<file path="src/rtl/psx_device_responder.sv">
// PSX pad responder: emulates a DualShock-style controller on the host's att_n/psx_clk/cmd link.
// Optional build macro PSX_ANALOG_MODE_EN adds the analog port and the 9-byte analog reply.
module psx_device_responder #(
  parameter int ACK_DELAY = 100,
  parameter int ACK_WIDTH = 200
) (
  input  logic        clk,
  input  logic        rst,
  input  logic        att_n,
  input  logic        psx_clk,
  input  logic        cmd,
  input  logic [15:0] buttons_n,
`ifdef PSX_ANALOG_MODE_EN
  input  logic [31:0] analog,
`endif
  output logic        dat,
  output logic        ack_n,
  output logic        busy,
  output logic        poll_done,
  output logic [7:0]  last_cmd
);

`ifdef PSX_ANALOG_MODE_EN
  localparam logic [3:0] LAST_IDX = 4'd8;
  localparam logic [7:0] ID_BYTE  = 8'h73;
`else
  localparam logic [3:0] LAST_IDX = 4'd4;
  localparam logic [7:0] ID_BYTE  = 8'h41;
`endif
  localparam logic [15:0] DELAY_END = 16'(ACK_DELAY - 1);
  localparam logic [15:0] WIDTH_END = 16'(ACK_WIDTH - 1);

  typedef enum logic [2:0] {IDLE, SHIFT, ACK_WAIT, ACK_PULSE, DONE} state_t;

  logic att_p0, att_p1, att_p2;
  logic sck_p0, sck_p1, sck_p2;
  logic cmd_p0, cmd_p1;

  // stage p0/p1: synchronizers; stage p2: history for edge detection
  always_ff @(posedge clk or posedge rst) begin
    if (rst) begin
      att_p0 <= 1'b1;
      att_p1 <= 1'b1;
      att_p2 <= 1'b1;
      sck_p0 <= 1'b1;
      sck_p1 <= 1'b1;
      sck_p2 <= 1'b1;
      cmd_p0 <= 1'b1;
      cmd_p1 <= 1'b1;
    end else begin
      att_p0 <= att_n;
      att_p1 <= att_p0;
      att_p2 <= att_p1;
      sck_p0 <= psx_clk;
      sck_p1 <= sck_p0;
      sck_p2 <= sck_p1;
      cmd_p0 <= cmd;
      cmd_p1 <= cmd_p0;
    end
  end

  logic att_fall, att_rise, sck_fall, sck_rise;
  assign att_fall = att_p2 & ~att_p1;
  assign att_rise = ~att_p2 & att_p1;
  assign sck_fall = sck_p2 & ~sck_p1;
  assign sck_rise = ~sck_p2 & sck_p1;

  state_t      state, state_d;
  logic [3:0]  byte_idx;
  logic [2:0]  bit_idx;
  logic [15:0] cnt;
  logic [6:0]  rx_shift;
  logic [15:0] btn_q;
`ifdef PSX_ANALOG_MODE_EN
  logic [31:0] ana_q;
`endif
  logic [7:0]  rx_byte;
  logic        load, shift_out, shift_in, ack_on, ack_off, resync, poll_ok;

  assign rx_byte = {cmd_p1, rx_shift};

  function automatic logic reply_bit(input logic [3:0] idx, input logic [2:0] pos);
    logic [7:0] b;
    case (idx)
      4'd0:    b = 8'hFF;
      4'd1:    b = ID_BYTE;
      4'd2:    b = 8'h5A;
      4'd3:    b = btn_q[7:0];
      4'd4:    b = btn_q[15:8];
`ifdef PSX_ANALOG_MODE_EN
      4'd5:    b = ana_q[7:0];
      4'd6:    b = ana_q[15:8];
      4'd7:    b = ana_q[23:16];
      4'd8:    b = ana_q[31:24];
`endif
      default: b = 8'hFF;
    endcase
    reply_bit = b[pos];
  endfunction

  always_comb begin
    state_d   = state;
    load      = 1'b0;
    shift_out = 1'b0;
    shift_in  = 1'b0;
    ack_on    = 1'b0;
    ack_off   = 1'b0;
    resync    = 1'b0;
    poll_ok   = 1'b0;
    case (state)
      IDLE: begin
        if (att_fall) begin
          load    = 1'b1;
          state_d = SHIFT;
        end
      end
      SHIFT: begin
        shift_out = sck_fall;
        if (sck_rise) begin
          shift_in = 1'b1;
          if (bit_idx == 3'd7) begin
            if (byte_idx == 4'd0 && rx_byte != 8'h01)
              state_d = DONE;
            else if (byte_idx == 4'd1 && rx_byte != 8'h42)
              state_d = DONE;
            else if (byte_idx == LAST_IDX) begin
              state_d = DONE;
              poll_ok = 1'b1;
            end else
              state_d = ACK_WAIT;
          end
        end
      end
      ACK_WAIT: begin
        if (sck_fall) begin
          resync  = 1'b1;
          state_d = SHIFT;
        end else if (cnt == DELAY_END) begin
          ack_on  = 1'b1;
          state_d = ACK_PULSE;
        end
      end
      ACK_PULSE: begin
        // an early host clock edge ends the pulse and starts the next byte
        if (sck_fall) begin
          resync  = 1'b1;
          state_d = SHIFT;
        end else if (cnt == WIDTH_END) begin
          ack_off = 1'b1;
          state_d = SHIFT;
        end
      end
      DONE:    state_d = DONE;
      default: state_d = IDLE;
    endcase
    if (att_rise) begin
      state_d = IDLE;
      poll_ok = 1'b0;
    end
  end

  always_ff @(posedge clk or posedge rst) begin
    if (rst) begin
      state     <= IDLE;
      dat       <= 1'b1;
      ack_n     <= 1'b1;
      busy      <= 1'b0;
      poll_done <= 1'b0;
      last_cmd  <= 8'h00;
      byte_idx  <= 4'd0;
      bit_idx   <= 3'd0;
      cnt       <= 16'd0;
    end else begin
      state     <= state_d;
      poll_done <= poll_ok;
      if (state_d != state)
        cnt <= 16'd0;
      else if (state == ACK_WAIT || state == ACK_PULSE)
        cnt <= cnt + 16'd1;
      if (att_rise) begin
        dat   <= 1'b1;
        ack_n <= 1'b1;
        busy  <= 1'b0;
      end else begin
        if (load) begin
          byte_idx <= 4'd0;
          bit_idx  <= 3'd0;
          busy     <= 1'b1;
        end
        if (shift_out)
          dat <= reply_bit(byte_idx, bit_idx);
        if (shift_in) begin
          bit_idx <= bit_idx + 3'd1;
          if (bit_idx == 3'd7 && byte_idx == 4'd1)
            last_cmd <= rx_byte;
        end
        if (ack_on)
          ack_n <= 1'b0;
        if (ack_off || resync) begin
          ack_n    <= 1'b1;
          byte_idx <= byte_idx + 4'd1;
        end
        if (resync)
          dat <= reply_bit(byte_idx + 4'd1, 3'd0);
        if (state_d == DONE)
          dat <= 1'b1;
      end
    end
  end

  // receive shifter and reply snapshot are pure data, no reset needed
  always_ff @(posedge clk) begin
    if (shift_in && bit_idx != 3'd7)
      rx_shift[bit_idx] <= cmd_p1;
    if (load) begin
      btn_q <= buttons_n;
`ifdef PSX_ANALOG_MODE_EN
      ana_q <= analog;
`endif
    end
  end

endmodule

</file>
<file path="config.mk">
export PLATFORM = sky130hd
export DESIGN_NAME = psx_device_responder
export DESIGN_NICKNAME = d
export VERILOG_FILES = /design/src/rtl/psx_device_responder.sv
export SDC_FILE = /design/constraint.sdc
export NUM_CORES = 1
export LEC_CHECK = 0
export BUFFER_PORTS_ARGS = -buffer_cell sky130_fd_sc_hd__clkbuf_2
export CAP_MARGIN = 20
export CORE_ASPECT_RATIO = 0.8
export CORE_MARGIN = 2
export CORE_UTILIZATION = 53
export CTS_CLUSTER_DIAMETER = 120
export DETAILED_ROUTE_END_ITERATION = 10
export HOLD_SLACK_MARGIN = 0.12
export PLACE_DENSITY = 0.77
export SYNTH_ARGS = -nofsm -noshare
export SYNTH_HDL_FRONTEND = slang
export SYNTH_SLANG_ARGS = --single-unit
export TNS_END_PERCENT = 20
</file>
<file path="constraint.sdc">
create_clock -name clk -period 1.91 [get_ports clk]
set_input_delay 0.0955 -clock clk [delete_from_list [all_inputs] [get_ports clk]]
set_output_delay 0.0955 -clock clk [all_outputs]
set_load 0.005 [all_outputs]
</file>
After elaboration in Yosys (flattened, before gate mapping)
Index checks and enable logic that the tools add are counted.
- input port bits: 21
- register bits after elaboration: 69
- output and inout bits: 12
- word-level logic and storage cells: 128
- magnitude comparators: 2
- $add $sub $neg: 3
- multiplexer cells: 56
- equal/unequal tests: 20
- reduce and logical (&&, ||, !) cells: 19
- bitwise gates (word level): 9
- operator list (cell ; count):
    two-way mux 3 bit ; 13
    two-way mux 16 bit ; 2
    case mux 8 bit (4 select lines) ; 1
    two-way mux 1 bit ; 31
    adder 16 x 1 -> 16 bit, second input constant ; 1
    equality test 16 x 7 -> 1 bit, second input constant ; 1
    equality test 16 x 8 -> 1 bit, second input constant ; 1
    equality test 4 x 2 -> 1 bit, second input constant ; 4
    two-way mux 8 bit ; 2
    case mux 3 bit (5 select lines) ; 1
    equality test 3 bit, second input constant ; 3
    equality test 4 x 1 -> 1 bit, second input constant ; 2
    equality test 4 x 3 -> 1 bit, second input constant ; 2
    two-way mux 4 bit ; 2
    != test 8 x 1 -> 1 bit, second input constant ; 1
    != test 8 x 7 -> 1 bit, second input constant ; 1
    nonzero test 2 bit ; 4
    bitwise mux 7 bit ; 1
    equality test 3 x 2 -> 1 bit, second input constant ; 2
    logical AND 1 bit ; 5
    inverter 1 bit ; 5
    adder 4 x 1 -> 4 bit, second input constant ; 1
    AND 1 bit ; 4
    logical NOT 4 bit ; 1
    other kinds (16) ; 18

Longest topological paths before layout
- word-level depth: 11
- mapped depth: 8
- gate-level depth less buffers: 7

Worst setup path after synthesis
Ideal clock, no wire load.
- path type: reg-to-reg
- start point: reg cnt[9]
- end point: reg cnt[0]
- cell stages (with the launch flop): 7
- required time: 1.774 ns
- setup time: 0.136 ns
- buffers on the path: 1
- period minus slack after synthesis: 2.108 ns
- arrival: 1.972 ns
- path slack: -0.198 ns
- path through: dfrtp_1 -> or4_1 -> nor4_4 -> a222oi_1 -> o32ai_4 -> buf_6 -> nor3_1
- cells in the longest elaborated chain, start to end: 7
- elaborated cells on any way between the ends: 11
- those cells by class: eq/ne: 3; mux: 7; reduce/logical: 1
- ends and longest elaborated chain (element ; RTL line ; text):
    start, declared ; 71 ; logic [15:0] cnt;
    start signal, assigned ; 179 ; cnt <= cnt + 16'd1;
    equality test 16 x 8 -> 1 bit or equality test 16 x 7 -> 1 bit (tied branches) ; 148, 138 ;
    two-way mux 3 bit (on tied branches) ; 148, 138 ;
    two-way mux 3 bit (on tied branches) ; 145, 135 ;
    case mux 3 bit (5 select lines) * ; 110 ; case (state)
    two-way mux 3 bit * ; 156 ; if (att_rise) begin
    != test 3 bit * ; 176 ; if (state_d != state)
    two-way mux 16 bit or nonzero test 2 bit (tied branches) ; n/a ;
Every way passes the cells marked *; elsewhere a longest branch is shown, timed or not.
A chain may end at the register's enable or synchronous reset.

Worst setup path after layout
- start point: reg bit_idx[1]
- end point: reg cnt[9]
- cells in the longest elaborated chain, start to end: 7
- elaborated cells on any way between the ends: 8
- those cells by class: eq/ne: 2; mux: 5; reduce/logical: 1
- ends and longest elaborated chain (element ; RTL line ; text):
    start, declared ; 70 ; logic [2:0] bit_idx;
    start signal, assigned ; 193 ; bit_idx <= bit_idx + 3'd1;
    equality test 3 bit * ; 121 ; if (bit_idx == 3'd7) begin
    two-way mux 3 bit * ; 121 ;
    two-way mux 3 bit * ; 119 ; if (sck_rise) begin
    case mux 3 bit (5 select lines) * ; 110 ;
    two-way mux 3 bit * ; 156 ;
    != test 3 bit * ; 176 ;
    two-way mux 16 bit or nonzero test 2 bit (tied branches) ; n/a ;
Marks and branches as above.

==> impl_metrics.tcl <==
set metrics [dict create \
    run_status "finished with violations" \
    failed_checks "setup timing" \
    fin_area_mm2 0.004621 \
    fill_cells 346 \
    max_stage_delay_ns 0.44 \
    required_ns 2.16 \
    multi_input_area_mm2 0.001536 \
    grt_overflow 0 \
    placed_area_mm2 0.004049 \
    setup_viol 21 \
    rsz0062_at_grt "yes" \
    post-place-ws_ns -0.1977 \
    drt-initial-drc-count 398 \
    crit_path_top_delay_cell "a222oi_1" \
    power_frac_comb_pct 8.7 \
    clock-root-buffer "clkbuf_8" \
    netlist.area_leader.share_pct 27.15 \
    hold_violations 0 \
    grt_pass1_vias 2782 \
    dp_hpwl_um 5450 \
    dr.pass1.iters 5 \
    critPathKind "flip-flop to flip-flop" \
    clkSinkCount 69 \
    path_cells "ha_1, ha_2, nand3b_1, a21o_1, a222oi_1, o32ai_4, buf_12, nor3_1" \
    seq_power_share_pct 56.4 \
    synth_fa_ha_area_share_pct 3.771 \
    p_leak_nw 2.067 \
    ys_seq_area_share_pct 55.88 \
    clock_latency_ns 0.35 \
    power_density_mw_per_mm2 613.9 \
    drt_wl_total_um 9004 \
    final_layout_size_suffix_gt1_share_pct 40.00 \
    hp-class "input port to asynchronous set/reset pin" \
    vdd_drop_max_mv 0.6410 \
    p_sw_uw 685.1 \
    area_growth_pct 39.25 \
    grt_max_degree 20 \
    htreeDepth 3 \
    synth_top_family_by_area "simple AND/OR/NAND/NOR gates" \
    synth_compound_area_share_pct 10.60 \
    critPathArrivalTime_ns 2.35 \
    dieArea_mm2 0.006914 \
    portBuffers 32 \
    synth_edf_count 23 \
    grt_usage_pct 25.86 \
    viasPerCell 5.984 \
    grt_pass1_wl_um 13630 \
    ys_async_sr_fraction_pct 66.67 \
    avgSynthCellArea_um2 11.52 \
    max_slew_margin_pct 55.46 \
    maxSlewViolCount 0 \
    clkTransAtPathRegs_ns 0.07 \
    num_antenna_cells 0 \
    start_kind "flip-flop" \
    ys_warn_count 0 \
    synth-xor-area-share_pct 4.487 \
    num_rows 25 \
    cts_buffers 9 \
    yosys.area.top_type "dfrtp_1" \
    seqCellArea_mm2 0.001854 \
    antenna_found_initial 0 \
    cts_buffer_depth 2 \
    dp.cells 454 \
    p_clk_share_pct 35.0 \
    drc 0 \
    layout.nets 441 \
    path_max_fanout 16 \
    place_congestion 0.9498 \
    synth_flop_cell "dfrtp_1" \
    syn_inst 288 \
    ant_nets 0 \
    power_mw 2.837 \
    p_int_mw 2.152 \
    num_vias 2968 \
    synth_area_mm2 0.003318 \
    die_h_um 74.77 \
    cts_tree "done" \
    syn_nets 319 \
    tightest_slew_ns 0.6640 \
    post-route-min-period_ns 2.092 \
    whs_ns 0.2913 \
    period_share_pct 109.5 \
    ys_types 49 \
    yosys.area_share.simple_pct 19.04 \
    setup_ws_ns -0.1823 \
    synth_mux_area_share_pct 3.620 \
    max_freq_ghz 0.4779 \
    drv_cap 0 \
    ys_ff_latch 69 \
    pin_count 33 \
    fin_cells 496 \
    setup.worst_path.end_class "flip-flop" \
    initial_core_util_pct 55.54 \
    tns_ns -2.415 \
    die_w_um 92.47 \
    coreArea_mm2 0.005974 \
    p_sw_share_pct 24.15 \
    synth_area_leaders "dfrtp_1, edfxtp_1, dfstp_2" \
    skew_ns 0.01241 \
    final_util_pct 77.34 \
    wire_per_inst_um 18.15 \
]
==> synthesized netlist by cell type, drive strengths merged, types with 3 or more instances <==
master	number
dfstp	10
mux2	8
o21ai	9
inv	11
nand3	8
nor3	24
xor2	8
a21o	5
dfrtp	36
nor2b	3
ha	10
mux2i	3
xnor2	9
and3	4
a32oi	3
nor4	6
edfxtp	23
clkbuf	9
a211oi	4
a21oi	4
nand4	5
a221oi	4
nand2b	9
nor2	15
nand2	25
or4	5
==> routing by layer <==
metal  vias to the layer above  track usage [%]  share of wire (%)  wire length, µm
met3                        29            6.707                8.5              769
met5                         -                0                  0                0
met4                         0            7.463                2.2              195
met1                      1441            36.01                 42             3795
li1                       1312                -                  -                -
met2                       186            40.88                 47             4244
==> final cells by class <==
| cell class | count | area share (%) |
|---|---|---|
| Clock buffer | 13 | 3.006 |
| Clock inverter | 3 | 0.2979 |
| Inverter | 11 | 0.8936 |
| Multi-Input combinational cell | 198 | 33.25 |
| Sequential cell | 69 | 40.13 |
| Tap cell | 81 | 2.193 |
| Timing Repair Buffer | 121 | 20.23 |
==> state kept, by name (all words and copies together), names as in the netlist, 3 cells and up <==
signal / cells
bit_idx: 3
btn_q: 16
byte_idx: 4
cnt: 16
last_cmd: 8
rx_shift: 7
state: 3
==> power groups by stage <==
stage	sequential, mW	combinational (mW)	clock [mW]
6_report	1.60	0.246	0.992
3_5_place_dp	1.63	0.196	0
5_1_grt	1.60	0.264	1.07
3_3_place_gp	1.62	0.190	0
4_1_cts	1.60	0.231	0.990
2_1_floorplan	1.62	0.105	0
==> worst paths after layout <==
check / from / endpoint / slack [ns] / cells past startpoint
worst min register to register: att_p0 / att_p1 / 0.36 / 0
worst max register to register: bit_idx[1] / cnt[9] / -0.18 / 8
max in group asynchronous: rst / att_p0 / 0.97 / 4
min in group clk: att_p0 / att_p1 / 0.36 / 0
worst min-delay path: rst / byte_idx[2] / 0.29 / 3
worst max-delay path: bit_idx[1] / cnt[9] / -0.18 / 8
==> worst max-delay path: cells and delay by family (launching register included) <==
family          cells  cell delay [ns]
fa+ha+maj           2             0.35
simple gates        2             0.31
flops               1             0.36
compound gates      3             0.80
buf+inv             1             0.17
==> cells in the final DEF (no fill, tap or decap), types with 6 or more instances in the layout <==
cell type,n
nor3_2,8
dfrtp_1,36
ha_1,6
nor3_1,16
nand3_1,7
nand2b_1,9
mux2_2,8
inv_1,8
edfxtp_1,23
buf_4,61
o21ai_0,6
nor2_1,14
xor2_1,8
clkbuf_2,32
dlygate4sd3_1,20
clkbuf_8,9
dfstp_2,10
nand2_1,23
xnor2_1,9
==> repair_timing <==
item | 4_1_cts | 5_1_grt
buffers inserted | 1 | 5
endpoints found under the hold margin | 36 | 0
setup endpoints to repair | 32 | 36
pin swaps | 7 | 12
gates resized for setup | 13 | 27
cloned | 0 | 0
hold buffers | 20 | 0
==> cell families after synthesis <==
logic type,after synthesis
AO/OA/AOI/OAI,45
flip-flops,69
buffers and inverters,21
multiplexers,11
XOR/XNOR,17
AND/OR/NAND/NOR,115
adder cells (fa/ha/maj),10
(Power assumes the default switching activity.)
